<file path="config.mk">
export PLATFORM = sky130hd
export DESIGN_NAME = display_scanner
export DESIGN_NICKNAME = d
export VERILOG_FILES = /design/src/rtl/display_scanner.sv
export SDC_FILE = /design/constraint.sdc
export NUM_CORES = 1
export LEC_CHECK = 0
export CORE_ASPECT_RATIO = 0.8
export CORE_UTILIZATION = 25
export DETAILED_ROUTE_END_ITERATION = 10
export PLACE_DENSITY = 0.45
export SLEW_MARGIN = 20
export SYNTH_ARGS = -nofsm -noshare
export SYNTH_HDL_FRONTEND = slang
export SYNTH_SLANG_ARGS = --single-unit
</file>
<file path="constraint.sdc">
create_clock -name clock -period 3.7 [get_ports clock]
set_clock_uncertainty 0.2 [all_clocks]
set_input_delay 0.37 -clock clock [delete_from_list [all_inputs] [get_ports clock]]
set_output_delay 0.37 -clock clock [all_outputs]
set_load 0.03 [all_outputs]
</file>
<file path="src/rtl/display_scanner.sv">
// Time-multiplexed driver for a 4-digit common-anode 7-segment display.
// Each digit gets SCAN_DIV cycles, and the first BLANK_CYCLES of each are dark to suppress ghosting.
module display_scanner #(
  parameter logic [31:0] SCAN_DIV     = 32'd200000,
  parameter logic [31:0] BLANK_CYCLES = 32'd16
) (
  input  logic        clock,
  input  logic        reset_n,
  input  logic        enable,
  input  logic [15:0] digits,
  input  logic [3:0]  dp,
  input  logic        lz_blank,
  output logic [3:0]  an,
  output logic [6:0]  seg,
  output logic        dp_n,
  output logic [1:0]  digit_sel,
  output logic        frame_tick
);

  logic [31:0] cnt_q, cnt_d;
  logic [1:0]  idx_q, idx_d;
  logic [15:0] snap_digits_q, snap_digits_d;
  logic [3:0]  snap_dp_q, snap_dp_d;
  logic        eof_q, eof_d;
  logic [3:0]  an_q, an_d;
  logic [6:0]  seg_q, seg_d;
  logic        dp_n_q, dp_n_d;
  logic [1:0]  digit_sel_q, digit_sel_d;
  logic        frame_tick_q, frame_tick_d;

  logic [3:0]  hi_zero;
  logic [3:0]  cur_nib;
  logic        suppress;

  function automatic logic [6:0] glyph(input logic [3:0] nib);
    logic [6:0] g;
    case (nib)
      4'h0: g = 7'h40;
      4'h1: g = 7'h79;
      4'h2: g = 7'h24;
      4'h3: g = 7'h30;
      4'h4: g = 7'h19;
      4'h5: g = 7'h12;
      4'h6: g = 7'h02;
      4'h7: g = 7'h78;
      4'h8: g = 7'h00;
      4'h9: g = 7'h10;
      4'hA: g = 7'h08;
      4'hB: g = 7'h03;
      4'hC: g = 7'h46;
      4'hD: g = 7'h21;
      4'hE: g = 7'h06;
      4'hF: g = 7'h0E;
      default: g = 7'h7F;
    endcase
    return g;
  endfunction

  // hi_zero[i]: snapshot nibble i and every nibble above it are zero
  generate
    for (genvar gi = 0; gi < 4; gi++) begin : g_hi_zero
      assign hi_zero[gi] = (snap_digits_q[15:4*gi] == '0);
    end
  endgenerate

  assign cur_nib  = snap_digits_q[{idx_q, 2'b00} +: 4];
  assign suppress = lz_blank && (idx_q != 2'd0) && hi_zero[idx_q];

  always_comb begin
    cnt_d         = cnt_q;
    idx_d         = idx_q;
    snap_digits_d = snap_digits_q;
    snap_dp_d     = snap_dp_q;
    eof_d         = 1'b0;
    if (!enable) begin
      cnt_d         = '0;
      idx_d         = '0;
      snap_digits_d = digits;
      snap_dp_d     = dp;
    end else if (cnt_q == SCAN_DIV - 32'd1) begin
      cnt_d = '0;
      idx_d = idx_q + 2'd1;
      if (idx_q == 2'd3) begin
        eof_d         = 1'b1;
        snap_digits_d = digits;
        snap_dp_d     = dp;
      end
    end else begin
      cnt_d = cnt_q + 32'd1;
    end
  end

  // Outputs decode the current cnt/idx and are registered, so the tick is
  // delayed one more cycle to line up with digit 0's first blank output.
  always_comb begin
    an_d         = 4'hF;
    seg_d        = 7'h7F;
    dp_n_d       = 1'b1;
    digit_sel_d  = 2'd0;
    frame_tick_d = enable & eof_q;
    if (enable) begin
      digit_sel_d = idx_q;
      if (cnt_q >= BLANK_CYCLES) begin
        an_d   = ~(4'b0001 << idx_q);
        seg_d  = suppress ? 7'h7F : glyph(cur_nib);
        dp_n_d = ~snap_dp_q[idx_q];
      end
    end
  end

  always_ff @(posedge clock or negedge reset_n) begin
    if (!reset_n) begin
      cnt_q         <= '0;
      idx_q         <= '0;
      snap_digits_q <= '0;
      snap_dp_q     <= '0;
      eof_q         <= 1'b0;
      an_q          <= 4'hF;
      seg_q         <= 7'h7F;
      dp_n_q        <= 1'b1;
      digit_sel_q   <= 2'd0;
      frame_tick_q  <= 1'b0;
    end else begin
      cnt_q         <= cnt_d;
      idx_q         <= idx_d;
      snap_digits_q <= snap_digits_d;
      snap_dp_q     <= snap_dp_d;
      eof_q         <= eof_d;
      an_q          <= an_d;
      seg_q         <= seg_d;
      dp_n_q        <= dp_n_d;
      digit_sel_q   <= digit_sel_d;
      frame_tick_q  <= frame_tick_d;
    end
  end

  assign an         = an_q;
  assign seg        = seg_q;
  assign dp_n       = dp_n_q;
  assign digit_sel  = digit_sel_q;
  assign frame_tick = frame_tick_q;

endmodule

</file>
* Word-level counts from Yosys, hierarchy flattened *
Memory sizes are Yosys's and may differ from the RTL's.
Cells that the tools add are included.
Widths: inputs -> output; s select.

operators by class
  shift operators = 2
  reduce and logical (&&, ||, !) cells = 8
  mux-type cells = 25
  $add $sub $neg = 2
  equal/unequal tests = 4
  $lt $le $gt $ge = 2
  bitwise operators = 3

operators by type and width
  kind                   count
  $mux 32                2
  $mux 16                3
  $add 32x1->32 const B  1
  $eq 32x18->1 const B   1
  $ge 32x5->1 const B    1
  $mux 7                 3
  $mux 4                 5
  $logic_not 16->1       1
  $shiftx 16x5->4        1
  $logic_not 12->1       1
  $logic_not 8->1        1
  $mux 1                 7
  $mux 2                 3
  $bmux 1 s2             2
  $logic_not 4->1        1
  $ne 2x1->1 const B     2
  $not 4->4              1
  $shl 1x2->4 const A    1
  $lt 2x3->1 const B     1
  $add 2x1->2 const B    1
  $eq 2x2->1 const B     1
  $logic_and 1x1->1      2
  $reduce_and 2->1       1
  $reduce_bool 2->1      1
  2 further kinds        2

storage, ports and cells
  word-level logic and storage cells = 57
  register bits = 70
  memories = 1
  bits of input ports = 24
  output and inout bits = 15
  bits in read-only memories = 112

memory list
  name              depth  width  read ports  clocked after memory_dff  write ports  line  source
  (name not given)  16     7      1           0                         0            37    case (nib)

* Logic depth before layout (Yosys ltp) *
  depth in word-level cells = 7
  depth in mapped cells = 9
  depth with buffers taken out = 7

* Worst setup path before layout *
OpenSTA, ideal clock, no wires.

  path type = reg2reg
  start = register idx_q[0]
  end = register seg_q[0], in the netlist seg[0]
  stages on the path, launching flop included = 10
  clock period less this slack = 2.486 ns
  arrival time = 2.207 ns
  required time = 3.421 ns
  setup slack = 1.214 ns
  setup time = 0.079 ns
  cell sequence = dfrtp_1 buf_2 mux4_2 inv_1 ha_1 clkbuf_1 mux2i_1 a211oi_1 nor2_1 o21ai_0

between the ends
  word-level cells in the longest chain between the ends = 6
  elaborated cells on any way between the ends = 10
  those cells by class = shift (1); mux (5); reduce/logical (3); memory (1)

RTL lines
  what                                                  line  source
  start: declaration                                    21    logic [1:0] idx_q, idx_d;
  start signal: assignment                              125   idx_q <= idx_d;
  branches (longest 3 deep; another with $mem_v2 16x7)  n/a
  $mux 7 (*)                                            105   seg_d = suppress ? 7'h7F : glyph(cur_nib);
  $mux 7 (*)                                            103   if (cnt_q >= BLANK_CYCLES) begin
  $mux 7 (*)                                            101   if (enable) begin
  via seg_d[0]                                          26    logic [6:0] seg_q, seg_d;
  end signal: assignment                                130   seg_q <= seg_d;
  end: declaration                                      26

Mark *: on every way through the listed nets, which the timed path passes. The select of a mux whose other input is x is not followed.
A chain may end at the register's enable or synchronous reset.

* Final worst setup path *
  start = register cnt_q[6]
  end = register snap_dp_q[2]

between the ends
  word-level cells in the longest chain between the ends = 3

RTL lines
  what                               line  source
  start: declaration                 20    logic [31:0] cnt_q, cnt_d;
  start signal: assignment           124   cnt_q <= cnt_d;
  $eq 32x18->1                       80    end else if (cnt_q == SCAN_DIV - 32'd1) begin
  $ne 2x1->1 (no source line)        n/a
  $reduce_and 2->1 (no source line)  n/a
  end signal: assignment             127   snap_dp_q <= snap_dp_d;
  end: declaration                   23    logic [3:0] snap_dp_q, snap_dp_d;

No other way between the ends.

==> impl_metrics.csv <==
group,metric,value,unit
run_status,status,"completed",
setup_path,worst-path-buf-inv,1,
route,wl,8.16,mm
setup_path,reg2reg_to,"snap_dp_q[2]",
timing,finalSetupTns,0,ns
clock_tree,path_clk_slew,0.05,ns
timing,finalSetupViolCount,0,
global_routing,grt_usage,12.3,%
flow_run,max_cap_violations,0,
power,swShare,21.0,%
setup_path,rr_startpoint,"cnt_q[6]",
setup_path,startpoint_type,"flip-flop",
power,power,1.95,mW
timing,max_freq,0.369,GHz
synthesis,synth_cells,325,
global_routing,grt_pass1_wl,13.6,mm
floorplanning,rows,38,
clock_tree,root_buffer,"clkbuf_16",
timing,relSlewSlack,49.6,%
clock_tree,cts_buffers,9,
route,ant_nets,0,
clock_tree,cts.repair.resized,0,
floorplanning,coreArea,13700,um2
synthesis,yosysWarnings,0,
clock_tree,clockBufferDepth,2,
final_layout,drive_above_1_share,18.0,%
synthesis,yosys_most_used_dff,"dfrtp_1",
global_routing,grt_max_degree,31,
route,first_pass_iters,4,
setup_path,critical_path.slowest_cell,"nor3_1",
clock_tree,clkLatencyLatePin,0.33,ns
setup_path,path_class,"flip-flop to flip-flop",
placed_design,io_buffers,38,
synthesis,synth_seq_area_share,50.0,%
synthesis,synthTopCellsByArea,"dfrtp_1, dfstp_2, mux2_2, xor2_1, ha_1",
power,clkPwrFrac,51.0,%
setup_path,r2r_cells,6,
setup_path,crit_fanout,20,
timing,slew_violations,0,
setup_path,required,3.71,ns
synthesis,avgSynthCellArea,10.9,um2
final_layout,antenna_cells,0,
floorplanning,die_w,135,um
synthesis,syn_nets,361,
setup_path,regToRegSetupSlack,0.99,ns
floorplanning,start_util,25.8,%
synthesis,yosys.area.top_type_share,41.0,%
worst_hold_path,min_from,"eof_q",
route,drc,0,
synthesis,async_reset_ff_share,100,%
power,switchingPower,0.411,mW
worst_hold_path,holdPathEnd,"frame_tick",
timing,finalHoldViolations,0,
global_routing,antenna_found_initial,0,
power,pwr-share-comb,7.5,%
power,p_int,1.54,mW
synthesis,yosysUniqueCellTypes,46,
final_layout,area_growth,26.9,%
route,wl_per_cell,14.8,um
worst_hold_path,hp-class,"flip-flop to flip-flop",
route,dr.first_iter.drc_count,196,
global_routing,gr-total-overflow,0,
placed_design,routabilityCongestion,0.750,
power,leakage,1.83,nW
clock_tree,cts_setup_buffers,0,
floorplanning,ioPinCount,39,
timing,fin_ws,0.988,ns
route,via_per_inst,4.72,
final_layout,nets,404,
clock_tree,htree_levels,3,
setup_path,cp_top_family,"simple AND/OR/NAND/NOR gates",
synthesis,yosysTopAreaCell,"dfrtp_1",
synthesis,syn-cell-area,3540,um2
timing,rsz0062_at_grt,"false",
floorplanning,die_y,108,um
synthesis,synth_seq_cells,70,
setup_path,max_stage_delay,0.49,ns
power,ir_drop,0.196,mV
setup_path,end_kind,"flip-flop",
setup_path,cp_cell_sequence,"nor4_1, nand4_1, nor3_1, a41o_1, buf_4, mux2_2",
power,power_per_cell_area,436,nW/um2
timing,fin_crit_sh,73.3,%
setup_path,critPathArrivalTime,2.72,ns
final_layout,layout_common_cells,"dfrtp_1, nor2_1, clkdlybuf4s50_1",
clock_tree,cts_tree,"built",
route,num_vias,2610,
final_layout,final_common_cell,"dfrtp_1",
timing,fin_crit,2.71,ns
clock_tree,cts_num_sinks,70,
synthesis,synth_edf_count,0,
global_routing,grt_pass1_vias,2515,
power,seq_power_share,41.5,%
worst_hold_path,hold_depth,1,
floorplanning,fp.dieArea,14600,um2
timing,tightest_slew,0.750,ns
placed_design,place_ws,1.01,ns
placed_design,hpwl,5.86,mm
-- state kept, by name, indices dropped and copies added, names as in the netlist --
| register | count |
|---|---|
| idx_q | 2 |
| frame_tick | 1 |
| eof_q | 1 |
| cnt_q | 32 |
| dp_n | 1 |
| seg | 7 |
| snap_dp_q | 4 |
| digit_sel | 2 |
| snap_digits_q | 16 |
| an | 4 |
-- power groups by stage --
stage / clock (mW) / sequential (mW) / combinational, mW
floorplan: 0 / 0.818 / 0.0848
global placement: 0 / 0.825 / 0.144
detailed placement: 0 / 0.825 / 0.148
CTS: 1.03 / 0.812 / 0.149
global route: 1.06 / 0.815 / 0.164
finish: 0.996 / 0.812 / 0.147
-- per-stage QoR --
stage | hold WS [ns] | util (%) | std cells | cell area (um2)
after global routing | 0.305 | 32.8 | 553 | 4490
after global placement | 0.245 | 30.1 | 536 | 4120
after CTS | 0.265 | 32.8 | 553 | 4490
final | 0.265 | 32.8 | 553 | 4490
after floorplan | -0.126 | - | 325 | 3540
after detailed placement | 0.250 | 30.1 | 536 | 4120
-- cell usage after synthesis, types with 6 or more instances --
cell type	number
inv_1	11
mux2_2	22
buf_2	6
xor2_1	19
nor2_1	38
dfstp_2	12
clkbuf_1	6
a21oi_1	6
mux2i_1	11
nor4_1	12
nand4_1	16
xnor2_1	7
dfrtp_1	58
nand2_1	22
nand3_1	11
nor3_1	8
ha_1	12
-- worst reg2reg max path: stages (launching register included) --
cell     delay (ns)
dfrtp_1        0.46
nor4_1         0.33
nand4_1        0.21
nor3_1         0.49
a41o_1         0.25
buf_4          0.27
mux2_2         0.38
-- metal layers --
| layer | share of wire, % | wire length [um] | GRT usage, % | vias up |
|---|---|---|---|---|
| met2 | 41 | 3360 | 16.2 | 62 |
| met5 | 0 | 0 | 0 | - |
| li1 | - | - | - | 1250 |
| met1 | 53 | 4360 | 18.6 | 1292 |
| met3 | 4.2 | 345 | 3.23 | 6 |
| met4 | 1.1 | 90 | 4.82 | 0 |
-- worst max-delay path by stage --
stage,startpoint,end,slack [ns],cells past startpoint
CTS,cnt_q[6],snap_dp_q[2],0.99,6
global route,cnt_q[27],snap_dp_q[2],0.82,6
floorplan,idx_q[0],seg[0],1.21,9
global placement,cnt_q[6],snap_digits_q[13],1.04,6
detailed placement,cnt_q[6],snap_digits_q[8],1.01,6
finish,cnt_q[6],snap_dp_q[2],0.99,6
-- logic make-up (layout without fill, tap and decap cells) --
kind of cell | Yosys count | after routing | synth area share [%]
compound gates | 29 | 29 | 5.80
xor+xnor | 26 | 26 | 6.44
fa+ha+maj | 12 | 12 | 4.25
buf+inv | 24 | 72 | 2.87
flops | 70 | 70 | 50.0
mux | 36 | 36 | 12.0
simple gates | 128 | 128 | 18.6
-- repair_timing --
action,4_1_cts,5_1_grt
hold buffers,1,0
setup endpoints to repair,0,0
endpoints found under the hold margin,22,0
-- area by class of cell --
cell class / count / area, um2
clock buffer: 14 / 294
clock inverter: 2 / 60.1
fill: 1395 / 9210
inverter: 11 / 41.3
multi-input combinational: 231 / 1670
sequential: 70 / 1770
tap: 180 / 225
timing repair buffer: 45 / 430
(Power assumes the default switching activity.)
